$ cat config.mk
export PLATFORM = sky130hd
export DESIGN_NAME = maxunpool1d_stream
export DESIGN_NICKNAME = d
export VERILOG_FILES = /design/src/rtl/maxunpool1d_stream_pkg.sv /design/src/rtl/maxunpool1d_stream_unpool_lane.sv /design/src/rtl/maxunpool1d_stream.sv
export SDC_FILE = /design/constraint.sdc
export NUM_CORES = 1
export LEC_CHECK = 0
export ABC_AREA = 1
export BUFFER_PORTS_ARGS = -buffer_cell sky130_fd_sc_hd__buf_4
export CORE_AREA = 2 2 217 219
export CTS_BUF_LIST = sky130_fd_sc_hd__clkbuf_16
export CTS_CLUSTER_DIAMETER = 120
export DETAILED_ROUTE_END_ITERATION = 7
export DIE_AREA = 0 0 219 221
export GPL_TIMING_DRIVEN = 0
export PLACE_DENSITY = 0.59
export SETUP_SLACK_MARGIN = 0.5
export SKIP_CTS_REPAIR_TIMING = 1
export SYNTH_ARGS = -nofsm -noshare
export SYNTH_HDL_FRONTEND = slang
export SYNTH_SLANG_ARGS = --single-unit
$ cat constraint.sdc
create_clock -name clk -period 11.97 [get_ports clk]
set_input_delay 0.5985 -clock clk [delete_from_list [all_inputs] [get_ports clk]]
set_output_delay 0.5985 -clock clk [all_outputs]
set_load 0.005 [all_outputs]
$ cat src/rtl/maxunpool1d_stream_pkg.sv
// Shared defaults and width helpers for the CNN streaming stages.
// Optional build macro UNPOOL_REPEAT_EN is consumed by the unpool files, not here.
package maxunpool1d_stream_pkg;

   localparam int unsigned DefDataWidth = 8;
   localparam int unsigned DefChannels  = 32;

   // Bits needed to count 0..n-1, never less than one bit.
   function automatic int unsigned clog2_min1(input int unsigned n);
      int unsigned w;
      w = 1;
      while ((32'd1 << w) < n) begin
         w++;
      end
      return w;
   endfunction

endpackage

$ cat src/rtl/maxunpool1d_stream_unpool_lane.sv
// One channel of the unpool stage: idx/phase compare with zero fill and range detect.
// UNPOOL_REPEAT_EN selects nearest-neighbour repeat (index ignored, never out of range).
module maxunpool1d_stream_unpool_lane
   import maxunpool1d_stream_pkg::*;
#(
   parameter int unsigned DATA_WIDTH = DefDataWidth,
   parameter int unsigned IDX_WIDTH  = 1,
   parameter int unsigned POOL_SIZE  = 2
) (
   input  logic [DATA_WIDTH-1:0] hold_val,
   input  logic [IDX_WIDTH-1:0]  hold_idx,
   input  logic [IDX_WIDTH-1:0]  phase,
   input  logic [IDX_WIDTH-1:0]  chk_idx,
   output logic [DATA_WIDTH-1:0] lane_out,
   output logic                  chk_oor
);

`ifdef UNPOOL_REPEAT_EN
   logic unused_idx;
   assign unused_idx = ^{hold_idx, phase, chk_idx};
   assign lane_out   = hold_val;
   assign chk_oor    = 1'b0;
`else
   localparam logic [IDX_WIDTH:0] POOL_LIM = (IDX_WIDTH+1)'(POOL_SIZE);

   // chk_idx is the incoming index, checked at acceptance time for the sticky error
   assign chk_oor  = ({1'b0, chk_idx} >= POOL_LIM);
   assign lane_out = (({1'b0, hold_idx} < POOL_LIM) && (hold_idx == phase)) ? hold_val : '0;
`endif

endmodule

$ cat src/rtl/maxunpool1d_stream.sv
// Streaming 1-D max-unpool: one held input beat expands into POOL_SIZE output beats.
// Define UNPOOL_REPEAT_EN for nearest-neighbour upsampling instead of index-based unpool.
module maxunpool1d_stream
   import maxunpool1d_stream_pkg::*;
#(
   parameter int unsigned DATA_WIDTH = DefDataWidth,
   parameter int unsigned CHANNELS   = DefChannels,
   parameter int unsigned POOL_SIZE  = 2,
   parameter int unsigned IN_LENGTH  = 8,
   parameter int unsigned IDX_WIDTH  = clog2_min1(POOL_SIZE)
) (
   input  logic                           clk,
   input  logic                           rst,
   input  logic [CHANNELS*DATA_WIDTH-1:0] in_data,
   input  logic [CHANNELS*IDX_WIDTH-1:0]  in_idx,
   input  logic                           in_valid,
   output logic                           in_ready,
   output logic [CHANNELS*DATA_WIDTH-1:0] out_data,
   output logic                           out_valid,
   input  logic                           out_ready,
   output logic                           out_last,
   output logic                           out_frame_last,
   output logic                           idx_err
);

   localparam int unsigned CNT_WIDTH = clog2_min1(IN_LENGTH);
   localparam logic [IDX_WIDTH-1:0] LAST_PHASE = IDX_WIDTH'(POOL_SIZE - 1);
   localparam logic [CNT_WIDTH-1:0] LAST_CNT   = CNT_WIDTH'(IN_LENGTH - 1);

   logic                           busy_q, busy_d;
   logic [IDX_WIDTH-1:0]           phase_q, phase_d;
   logic [CNT_WIDTH-1:0]           in_cnt_q, in_cnt_d;
   logic [CHANNELS*DATA_WIDTH-1:0] hold_data_q, hold_data_d;
   logic [CHANNELS*IDX_WIDTH-1:0]  hold_idx_q, hold_idx_d;
   logic                           idx_err_q, idx_err_d;

   logic [CHANNELS*DATA_WIDTH-1:0] lane_data;
   logic [CHANNELS-1:0]            lane_oor;
   logic                           phase_last, load, xfer;

   assign phase_last = (phase_q == LAST_PHASE);
   // Accept on the final beat of an expansion so streaming has no bubbles
   assign in_ready   = !busy_q || (phase_last && out_ready);
   assign load       = in_valid && in_ready;
   assign xfer       = busy_q && out_ready;

   always_comb begin
      busy_d      = busy_q;
      phase_d     = phase_q;
      in_cnt_d    = in_cnt_q;
      hold_data_d = hold_data_q;
      hold_idx_d  = hold_idx_q;
      idx_err_d   = idx_err_q;
      if (xfer) begin
         if (phase_last) begin
            phase_d  = '0;
            busy_d   = 1'b0;
            in_cnt_d = (in_cnt_q == LAST_CNT) ? '0 : in_cnt_q + 1'b1;
         end else begin
            phase_d = phase_q + 1'b1;
         end
      end
      if (load) begin
         hold_data_d = in_data;
         hold_idx_d  = in_idx;
         busy_d      = 1'b1;
         phase_d     = '0;
         idx_err_d   = idx_err_q | (|lane_oor);
      end
   end

   always_ff @(posedge clk or posedge rst) begin
      if (rst) begin
         busy_q      <= 1'b0;
         phase_q     <= '0;
         in_cnt_q    <= '0;
         hold_data_q <= '0;
         hold_idx_q  <= '0;
         idx_err_q   <= 1'b0;
      end else begin
         busy_q      <= busy_d;
         phase_q     <= phase_d;
         in_cnt_q    <= in_cnt_d;
         hold_data_q <= hold_data_d;
         hold_idx_q  <= hold_idx_d;
         idx_err_q   <= idx_err_d;
      end
   end

   for (genvar c = 0; c < CHANNELS; c++) begin : g_lane
      maxunpool1d_stream_unpool_lane #(
         .DATA_WIDTH (DATA_WIDTH),
         .IDX_WIDTH  (IDX_WIDTH),
         .POOL_SIZE  (POOL_SIZE)
      ) u_lane (
         .hold_val (hold_data_q[c*DATA_WIDTH +: DATA_WIDTH]),
         .hold_idx (hold_idx_q[c*IDX_WIDTH +: IDX_WIDTH]),
         .phase    (phase_q),
         .chk_idx  (in_idx[c*IDX_WIDTH +: IDX_WIDTH]),
         .lane_out (lane_data[c*DATA_WIDTH +: DATA_WIDTH]),
         .chk_oor  (lane_oor[c])
      );
   end

   // Gate with busy so stale hold contents never appear on an idle bus
   assign out_data       = busy_q ? lane_data : '0;
   assign out_valid      = busy_q;
   assign out_last       = busy_q && phase_last;
   assign out_frame_last = out_last && (in_cnt_q == LAST_CNT);
   assign idx_err        = idx_err_q;

endmodule
# Yosys cells after proc, flatten, opt, wreduce, memory -nomap -nowiden
# Index checks and enable logic that the tools add are counted.
word_totals:
  regBits: 293
  inputBits: 292
  output_inout_bits: 261
  elab_cells: 91
classes:
  add_sub_neg: 2
  eq_ne: 33
  n_mux: 40
  n_reduce_logical: 11
op_table:
  columns: ["cell", "count"]
  rows:
  - ["256-bit two-way mux", 1]
  - ["8-bit two-way mux", 32]
  - ["1-bit == test", 32]
  - ["1-bit two-way mux", 6]
  - ["1-bit logical AND", 5]
  - ["2-bit AND reduction", 2]
  - ["2-bit nonzero test", 2]
  - ["3-bit by 1-bit adder with 3-bit output, second input constant", 1]
  - ["3-bit == test, second input constant", 1]
  - ["3-bit two-way mux", 1]
  - ["1-bit adder, second input constant", 1]
  - ["1-bit logical NOT", 1]
  - ["1-bit logical OR", 1]

# Longest topological paths before layout
# Gate-level depths: netlist (run 1).
depth:
  ltp_word: 5
  ltp_mapped: 9
  depth_no_buf: 5

# By module
# A second synthesis (run 1) with hierarchy kept.
hier_totals:
  cells_unflattened: 2557
  area_unflattened_um2: 16209.3
by_module_without_submodules:
  columns: ["module", "n_inst", "cells_each", "area_per_inst_um2", "seq_area_each_um2"]
  rows:
  - ["maxunpool1d_stream", 1, 1821, 13246.5, 7357.1]
  - ["maxunpool1d_stream_unpool_lane", 32, 23, 92.6, 0.0]

# Worst setup path after synthesis (run 1)
# OpenSTA, ideal clock, no wires.
synth_timing:
  path_kind: "register -> output"
  from: "reg phase_q (netlist: phase_last)"
  to: "out out_data[168]"
  arrival_time_ns: 1.111
  required_time_ns: 11.372
  slack_ns: 10.261
  stages_incl_launch_ff: 7
  n_path_buf: 2
  path_cell_list: "dfrtp_1 buf_4 inv_1 buf_2 nand2_1 nand3_1 nor2_1"
synth_via:
  elab_chain_cells: 3
synth_rtl:
  columns: ["element", "line_no", "rtl"]
  rows:
  - ["from (decl)", "maxunpool1d_stream.sv:31", "logic [IDX_WIDTH-1:0] phase_q, phase_d;"]
  - ["from (signal assigned)", "maxunpool1d_stream.sv:82", "phase_q <= phase_d;"]
  - ["1-bit == test", "maxunpool1d_stream_unpool_lane.sv:28", "assign lane_out = (({1'b0, hold_idx} < POOL_LIM) && (hold_idx == phase)) ? hold_val : '0;"]
  - ["8-bit two-way mux", "maxunpool1d_stream_unpool_lane.sv:28", null]
  - ["256-bit two-way mux", "maxunpool1d_stream.sv:106", "assign out_data = busy_q ? lane_data : '0;"]
  - ["to (decl)", "maxunpool1d_stream.sv:18", "output logic [CHANNELS*DATA_WIDTH-1:0] out_data,"]
# No other way between the ends.

# Worst setup path after layout (run 1)
layout_timing:
  from: "reg phase_q (netlist: phase_last)"
  to: "out out_data[144]"
# The elaborated chain is that of the path after synthesis.

==> results of run 1 <==
flip-flops by register name, indices dropped and copies added, names as in the netlist:
register	flops
hold_data_q	256
phase_last	1
out_valid	1
in_cnt_q	3
hold_idx_q	32
stage by stage:
step | TNS, ns | utilization (%)
after floorplan | 0 | -
after global placement | -145.94 | 41.2
after detailed placement | 0 | 41.4
after CTS | 0 | 43.7
after global routing | 0 | 43.7
final | 0 | 43.7
final timing paths:
| kind | from | cells after the start | to |
|---|---|---|---|
| setup / recovery | phase_last$_DFFE_PP0P_ | 7 | out_data[144] |
| setup reg to reg | out_valid$_DFFE_PP0P_ | 7 | hold_data_q[93]$_DFFE_PP0P_ |
| min in group clk | in_data[153] | 3 | hold_data_q[153]$_DFFE_PP0P_ |
| hold reg to reg | hold_data_q[16]$_DFFE_PP0P_ | 2 | hold_data_q[16]$_DFFE_PP0P_ |
| max in group asynchronous | rst | 3 | hold_data_q[177]$_DFFE_PP0P_ |
| hold / removal | rst | 2 | hold_data_q[105]$_DFFE_PP0P_ |
critical path, stage by stage, from the launching register on:
cell	delay [ns]
dfrtp_1	0.36
buf_4	0.17
inv_1	0.19
buf_2	0.31
nand2_1	0.08
nand3_1	0.42
nor2_1	0.10
buf_4	0.17
layout by cell type (no fill, tap or decap), drive strengths merged:
cell type,instances
diode,2
bufinv,2
conb,1
clkbuf,52
o21ai,1
or2,1
nand3,323
inv,298
buf,645
ha,2
dfrtp,293
clkinv,11
nor2,258
nand2,653
area by class of cell:
class | count | area [um2] | area share, %
inverter | 293 | 1110 | 5.50
clock inverter | 18 | 126 | 0.628
timing repair buffer | 552 | 4180 | 20.8
tap | 607 | 759 | 3.77
multi-input combinational | 1239 | 5080 | 25.2
antenna | 2 | 5.00 | 0.0249
buffer | 108 | 603 | 3.00
sequential | 293 | 7330 | 36.4
clock buffer | 37 | 926 | 4.60
cells by family (layout without fill, tap and decap cells):
family | count (synthesis) | count (layout) | share of synthesized area [%]
AO/OA/AOI/OAI | 1 | 1 | 0.0354
adder cells (fa/ha/maj) | 2 | 2 | 0.177
buffers and inverters | 401 | 1008 | 12.1
flip-flops | 293 | 293 | 52.0
other | 1 | 3 | 0.0266
AND/OR/NAND/NOR | 1235 | 1235 | 35.7
power by group through the flow:
stage	Sequential, mW	Combinational [mW]	Clock, mW
5_1_grt	1.79	2.82	1.09
3_5_place_dp	1.73	2.54	0
6_report	1.73	2.50	1.02
4_1_cts	1.73	2.55	1.06
2_1_floorplan	1.67	1.34	0
3_3_place_gp	1.72	2.51	0
routing by layer:
layer | share of wire [%] | vias to the layer above | wire, um
met5 | 0.033 | - | 18
met4 | 3.2 | 4 | 1710
met3 | 8.6 | 86 | 4630
met2 | 48 | 507 | 26100
met1 | 40 | 6722 | 21400
li1 | - | 6966 | -
==> summary by stage, run 1 <==
STA
Setup repair after global routing left no endpoint under its margin. The timing-limited maximum frequency is 340 MHz. After layout, the worst setup slack is around 9 ns. Setup violations remaining at the end of the flow were counted as 0. The clock period could shrink to about 3 ns. The number of hold-slack violations in the final timing report is 0. After layout, the worst path uses 24.5% of the clock period. The actual slew at the worst max-slew pin is 0.834 ns. The number of pins with negative max-slew slack in the final report is 0. Hold is met by 0.182 ns. The headroom to the max-slew limit is between 40% and 50%.

Across the routed clock network, the largest skew measured is 0.0149 ns.

Yosys
The count of distinct cell types in the synthesized netlist is 14. The per-instance average area after synthesis is 7.30 um2. For this run, the leading register cell type out of synthesis is dfrtp_1. The fraction of synthesis flops using an asynchronous set or reset pin is 100%. Ranked by total cell area, the synthesized netlist is headed by dfrtp_1, nand2_1, nand3_1. The cell with the most instances after synthesis is nand2_1. Synthesis produced a netlist with a net count of 2227. The Yosys step of the flow raised 0 warnings. The top cell type by area accounts for 52.0% of the synthesized area. dfrtp_1 takes more of the synthesized area than any other cell. The number of cells produced by synthesis is approximately 1.9k. The number of enable flip-flop cells after synthesis is 0.

The number of storage elements in the synthesis netlist is around 290. Ranked by instance count, the synthesized netlist is headed by nand2_1, nand3_1, dfrtp_1, inv_1, nor2_1. The synthesized cell area is 0.0141 mm2. The share of the yosys chip area belonging to registers is about half.

Clock network
TritonCTS built the clock tree. The clock network latency to the later pin of the worst-skew pair is about 0.53 ns. In this run the number of H-tree levels came out at 2. The number of buffers on the longest clock path is 3.

The clock root buffer master is clkbuf_16. The sink count of the clock tree is 293. The number of CTS-inserted buffers is 36.

The clock transition time at the flip-flop clock pins of the worst setup and hold paths is 0.06 ns.

Power
The completed layout was analyzed and its total power is 5.25 mW. Net switching is 41.0% of the power. The power density relative to cell area is between 200 and 300 mW/mm2.

The switching power of the nets is 2.15 mW. In this run, flip-flops and latches consume 32.9% of the power. The relative contribution of the clock network to total power is 19.4%.

IR analysis of the VDD net gives a maximum drop of roughly 130 uV. The design internal power is 3.09 mW. For this design the static power due to leakage is about 12 nW.

The power share of the combinational group is a little under half.

Placement
Timing analysis after detailed placement gives a worst setup slack of 9.50 ns. The post-detailed-placement half-perimeter wirelength is between 40000 and 50000 um. The final weighted congestion in routability-driven placement is 0.895. The placed instances occupy a cell area of 0.0191 mm2. In this run, placement finished with an instance count of 3092.

The count of buffers added on input and output ports is 550.

Global route
The first global-routing pass estimated 81900 um of wire. Entering global routing, the biggest net connects 110 pins. The via count of the first global-routing pass is 14.4k. The leftover overflow at the end of global routing is 0. For met3 alone, demand over resource in global routing was 6.12%.

The met2 routing resource usage after global routing is a little under two fifths. For this run, the total global-route usage over all layers was measured as 22.0%. In the global route stage, met1 resource usage came out at 26.5%. The initial antenna violation count came to 4. The most used routing layer is met2.

Setup path
The nature of the critical path endpoint is a primary output. In this run the worst path has a maximum fanout of 10. STA puts the critical path data arrival time at 2.34 ns. For flop-to-flop paths, the worst setup slack is 10.21 ns.

The start-to-end type of the worst setup path is reg2out. At the worst endpoint, the required time is around 11 ns. STA classifies the critical path startpoint as a flip-flop.

Run
Across the run, the number of max-cap violations was 0.

Worst hold path
The worst hold path belongs to the class in2async.

Floorplan
The initial core utilization is 30.6%. The floorplan die area is between 0.04 and 0.05 mm2. The total number of placement rows is 79.

The overall die width is between 200 and 250 um. The core region is 0.0461 mm2. The number of ports placed on the die boundary is ~550. In this run the vertical extent of the chip is 221 um.

Route
The detailed router placed 14.3k vias in this run. The number of detailed-routing iterations run before antenna repair is 7. The final wirelength is 53900 um.

After detailed routing, the number of remaining DRC violations is 0. The detailed router finished its first iteration with 895 violations. In the final routed layout, each cell accounts on average for 17.1 um. The detail route stage leaves a number of antenna-violating nets equal to 0.

The vias per cell is around 4.5.

Layout
Leaving out filler cells and counting taps, the final layout contains 3149. Relative to the synthesized area, the layout overhead comes to 42.6%. The net count reported at finish is 2817. The number of filler instances in the final layout is 4826. The fraction of layout instances using a drive strength above 1 is 27.0%. The final instance area is between 0.02 and 0.025 mm2.

Run status
The flow ran to the end, and the final reports show no timing, DRC or antenna violations.
(Power assumes the default switching activity.)
==> inputs of run 2 (changes only) <==
Settings changed: ABC_AREA 1 to 0, CORE_AREA 2 2 217 219 to unset, CORE_MARGIN set to 2, CORE_UTILIZATION set to 35, DIE_AREA 0 0 219 221 to unset, PLACE_DENSITY 0.59 to 0.64.
Clock period 11.97 ns to 2.85 ns, I/O delays scaled along.
==> run 2 against run 1 <==
- sequential power rose to 4.1 times the previous value
- global-route usage up 2.6 points
- combinational power grew to 5.4 times the previous value
- cell area up 24%
- die area fell by 6.7%
- synthesized cell count shrank 16%
- count of clock-buffer cells in the layout stayed put
- critical path depth is 2 lower
- critical path type unchanged
==> summary by stage, run 2 <==
Clock network
The number of buffers on the longest clock path was 3 (unchanged). The CTS H-tree depth came to 2 (unchanged). The clock tree from TritonCTS is done. The number of CTS-inserted buffers is 34 (-5.6%).

The clock network latency to the later pin of the worst-skew pair was 0.53 ns (about the same). The clock transition time at the flip-flop clock pins of the worst setup and hold paths is 0.06 ns (about the same). The cell sitting at the root of the clock tree is a clkbuf_16. The sink count of the clock tree is 293 (unchanged).

Power
The total power after layout came to 24.8 mW (+370%). The power share of the combinational group is 54.9% (+7.3 points). The switching power of the nets is 9.76 mW (+350%). The design internal power was 15.1 mW (+390%). The leakage dissipation is 11.6 nW (-0.42%).

The switching portion of total power was 39.3% (-1.7 points). The sequential fraction of design power is 28.3% (-4.6 points). The worst voltage drop across the vdd grid is 563 uV (+340%). The relative contribution of the clock network to total power is 16.8% (-2.6 points).

The power density relative to cell area is 997 mW/mm2 (+280%).

Route
The overall via count from detail_route is 16.1k (+12%). The number of detailed-routing iterations run before antenna repair came to 8 (+1). The final wirelength is 62200 um (+15%). The number of remaining DRC errors is 0 (unchanged). The number of design-rule violations left by the first detailed-router iteration is 1364 (+52%). The post-detailed-route wirelength per cell was 19.9 um (+16%). The remaining antenna violation count after routing is 0 (unchanged). The vias per cell is 5.14 (+13%).

Global route
The largest net degree at the start of global routing is 42 (-62%). The global-route total usage across every layer came to 24.6% (+2.6 points). The initial antenna violation count is 1 (-3). The leftover overflow at the end of global routing is 0 (unchanged). The via count of the first global-routing pass came to 14.6k (+1.2%).

The wire length of the first global-routing pass came to 84900 um (+3.7%).

Layout
The top cell types in the final layout, fill and taps aside, are buf_4, inv_1, dfrtp_1, dlygate4sd3_1. The net count reported at finish is 2806 (-0.39%). The largest registers in the layout are hold_data_q x256, hold_idx_q x32, in_cnt_q x3. The flip-flop count of the largest register, all copies and words added is 256 (unchanged). The layout overhead on the synthesized area is 63.5%. The leading cell type in the layout, fill and taps excluded is buf_4. The final instance area is 0.0249 mm2 (+24%). The core utilization of the finished layout is 57.9% (+14 points). hold_data_q holds more flip-flops than any other register. The fraction of layout instances using a drive strength above 1 came to 30.4% (+3.4 points).

Yosys
The commonest cells after synthesis are dfrtp_1, inv_1, nand2_1, o32ai_1, nor3b_1. The post-synthesis net count was 1920 (-14%). The number of enable flip-flop cells after synthesis came to 0 (unchanged). The share of the yosys chip area belonging to registers is 48.2% (-3.8 points). The warning count from the yosys run is 0 (unchanged). The synthesized cell area is 0.0152 mm2 (+7.8%).

The count of distinct cell types in the synthesized netlist is 23 (+9). The cell with the most instances after synthesis is dfrtp_1. The top-area cell type share of the netlist area was 48.2% (-3.8 points).

The fraction of synthesis flops using an asynchronous set or reset pin came to 100% (unchanged). Ranked by total cell area, the synthesized netlist is headed by dfrtp_1, o32ai_1, nor3b_1. The number of storage elements in the synthesis netlist was 293 (unchanged). The post-synthesis cell type with the largest combined area is dfrtp_1.

The per-instance average area after synthesis came to 9.36 um2 (+28%). For this run, the leading register cell type out of synthesis is dfrtp_1. The number of cells produced by synthesis is 1626 (-16%).

STA
The final setup violation count is 0 (unchanged). Static timing analysis puts the maximum clock frequency at 424 MHz. The worst path in the final design needs a cycle of 2.36 ns, including I/O delays and setup.

The setup skew after layout was 0.00553 ns (-0.00939 ns). The headroom to the max-slew limit came to 39.1% (-5.3 points). The actual slew at the worst max-slew pin is 0.913 ns (+0.0790 ns).

Dividing the final minimum period by the clock period gives 82.7%. The number of pins with negative max-slew slack in the final report is 0 (unchanged). The setup TNS after final layout is 0 ns (unchanged). Setup repair after global routing could not meet its margin everywhere.

The number of hold-slack violations in the final timing report is 0 (unchanged). The setup slack of the critical path after layout is 0.492 ns (-8.54 ns).

Floorplan
The total core area was 0.0430 mm2 (-6.7%). The number of ports placed on the die boundary is 553 (unchanged). The initial core utilization is 35.4% (+4.8 points). The total number of placement rows is 76 (-3.8%). The overall die width was 213 um (-3.0%). The height of the chip is 213 um (-3.8%). The floorplan die area is 0.0452 mm2 (-6.7%).

Setup path
The data arrival at the endpoint of the critical path is 2.22 ns (-0.12 ns). The worst setup path is launched from a flip-flop. The worst flop-to-flop path startpoint is out_valid$_DFFE_PP0P_. The start-to-end type of the worst setup path is reg2out.

The worst path required time was 2.71 ns (-8.66 ns). The cell count of the worst reg-to-reg path was 5 (-2). The register-to-register setup slack is 0.77 ns (-9.44 ns).

STA classifies the critical path endpoint as a primary output. The maximum fanout along the worst path is 10 (unchanged). The most critical setup path has its startpoint at out_valid$_DFFE_PP0P_. The end point of the critical path is out_data[194]. The capturing point of the worst reg2reg path is hold_data_q[139]$_DFFE_PP0P_.

Run
The max-cap violation count is 0 (unchanged).

Placement
The count of buffers from port buffering is 551 (+0.18%). The placed standard-cell area is 0.0202 mm2 (+6.2%). The worst setup slack after placement is 0.716 ns (-8.79 ns). The final weighted congestion in routability-driven placement is 0.870 (-2.8%). The post-detailed-placement half-perimeter wirelength is 43900 um (+6.0%).

Run status
The flow ran to the end, and the final reports show no timing, DRC or antenna violations.

Worst hold path
The min-delay analysis places its worst path in the category in2async.
==> run 2: cell families after synthesis <==
| family | Yosys count | synth area share [%] |
|---|---|---|
| AND/OR/NAND/NOR | 552 | 20.0 |
| buffers and inverters | 452 | 12.5 |
| flip-flops | 293 | 48.2 |
| AO/OA/AOI/OAI | 290 | 16.7 |
| XOR/XNOR | 33 | 2.15 |
| multiplexers | 3 | 0.222 |
| adder cells (fa/ha/maj) | 2 | 0.164 |
| other | 1 | 0.0246 |
==> run 2: worst max-delay path: stages, from the launching register on <==
cell and delay, ns:
dfrtp_1 0.36, buf_4 0.20, clkbuf_4 0.28, clkbuf_2 0.23, nor3b_1 0.40, buf_4 0.20
==> run 2: metrics by stage <==
| stage | hold slack, ns | instances |
|---|---|---|
| after floorplan | 0.282 | 1626 |
| after global placement | 0.411 | 2762 |
| after detailed placement | 0.185 | 2770 |
| after CTS | -0.397 | 2827 |
| after global routing | 0.224 | 3119 |
| final | 0.229 | 3123 |
==> run 2: routing by layer <==
| layer | share of wire (%) | global-route usage (%) | routed length (um) | up-vias |
|---|---|---|---|---|
| met4 | 2.9 | 8.78 | 1810 | 0 |
| met3 | 6.7 | 5.98 | 4160 | 122 |
| li1 | - | - | - | 7394 |
| met2 | 50 | 40.8 | 31100 | 664 |
| met5 | 0 | 0 | 0 | - |
| met1 | 40 | 31.2 | 25100 | 7885 |
==> run 2: power groups by stage <==
stage	registers (mW)	clock network, mW	logic, mW
final	7.03	4.17	13.6
after global routing	7.22	4.44	14.7
after CTS	6.86	4.26	12.3
after detailed placement	6.92	0	12.3
after global placement	6.90	0	12.1
after floorplan	6.79	0	6.65
==> run 2: worst min-delay path by stage <==
stage                 startpoint                           end  slack [ns]  cells after the start
floorplan            in_data[16]   hold_data_q[16]$_DFFE_PP0P_        0.28                      2
global placement    in_data[137]  hold_data_q[137]$_DFFE_PP0P_        0.41                      3
detailed placement           rst   hold_data_q[17]$_DFFE_PP0P_        0.18                      2
CTS                          rst    hold_data_q[8]$_DFFE_PP0P_       -0.40                      2
global route                 rst    hold_data_q[8]$_DFFE_PP0P_        0.22                      3
finish                       rst    hold_data_q[8]$_DFFE_PP0P_        0.23                      3
==> run 2: cell type report <==
| type | count | area, um2 |
|---|---|---|
| Antenna cell | 5 | 12.5 |
| Buffer | 162 | 881 |
| Clock buffer | 37 | 926 |
| Clock inverter | 20 | 108 |
| Fill cell | 3706 | 18100 |
| Inverter | 290 | 1090 |
| Multi-Input combinational cell | 881 | 6580 |
| Sequential cell | 293 | 7330 |
| Tap cell | 585 | 732 |
| Timing Repair Buffer | 850 | 7220 |
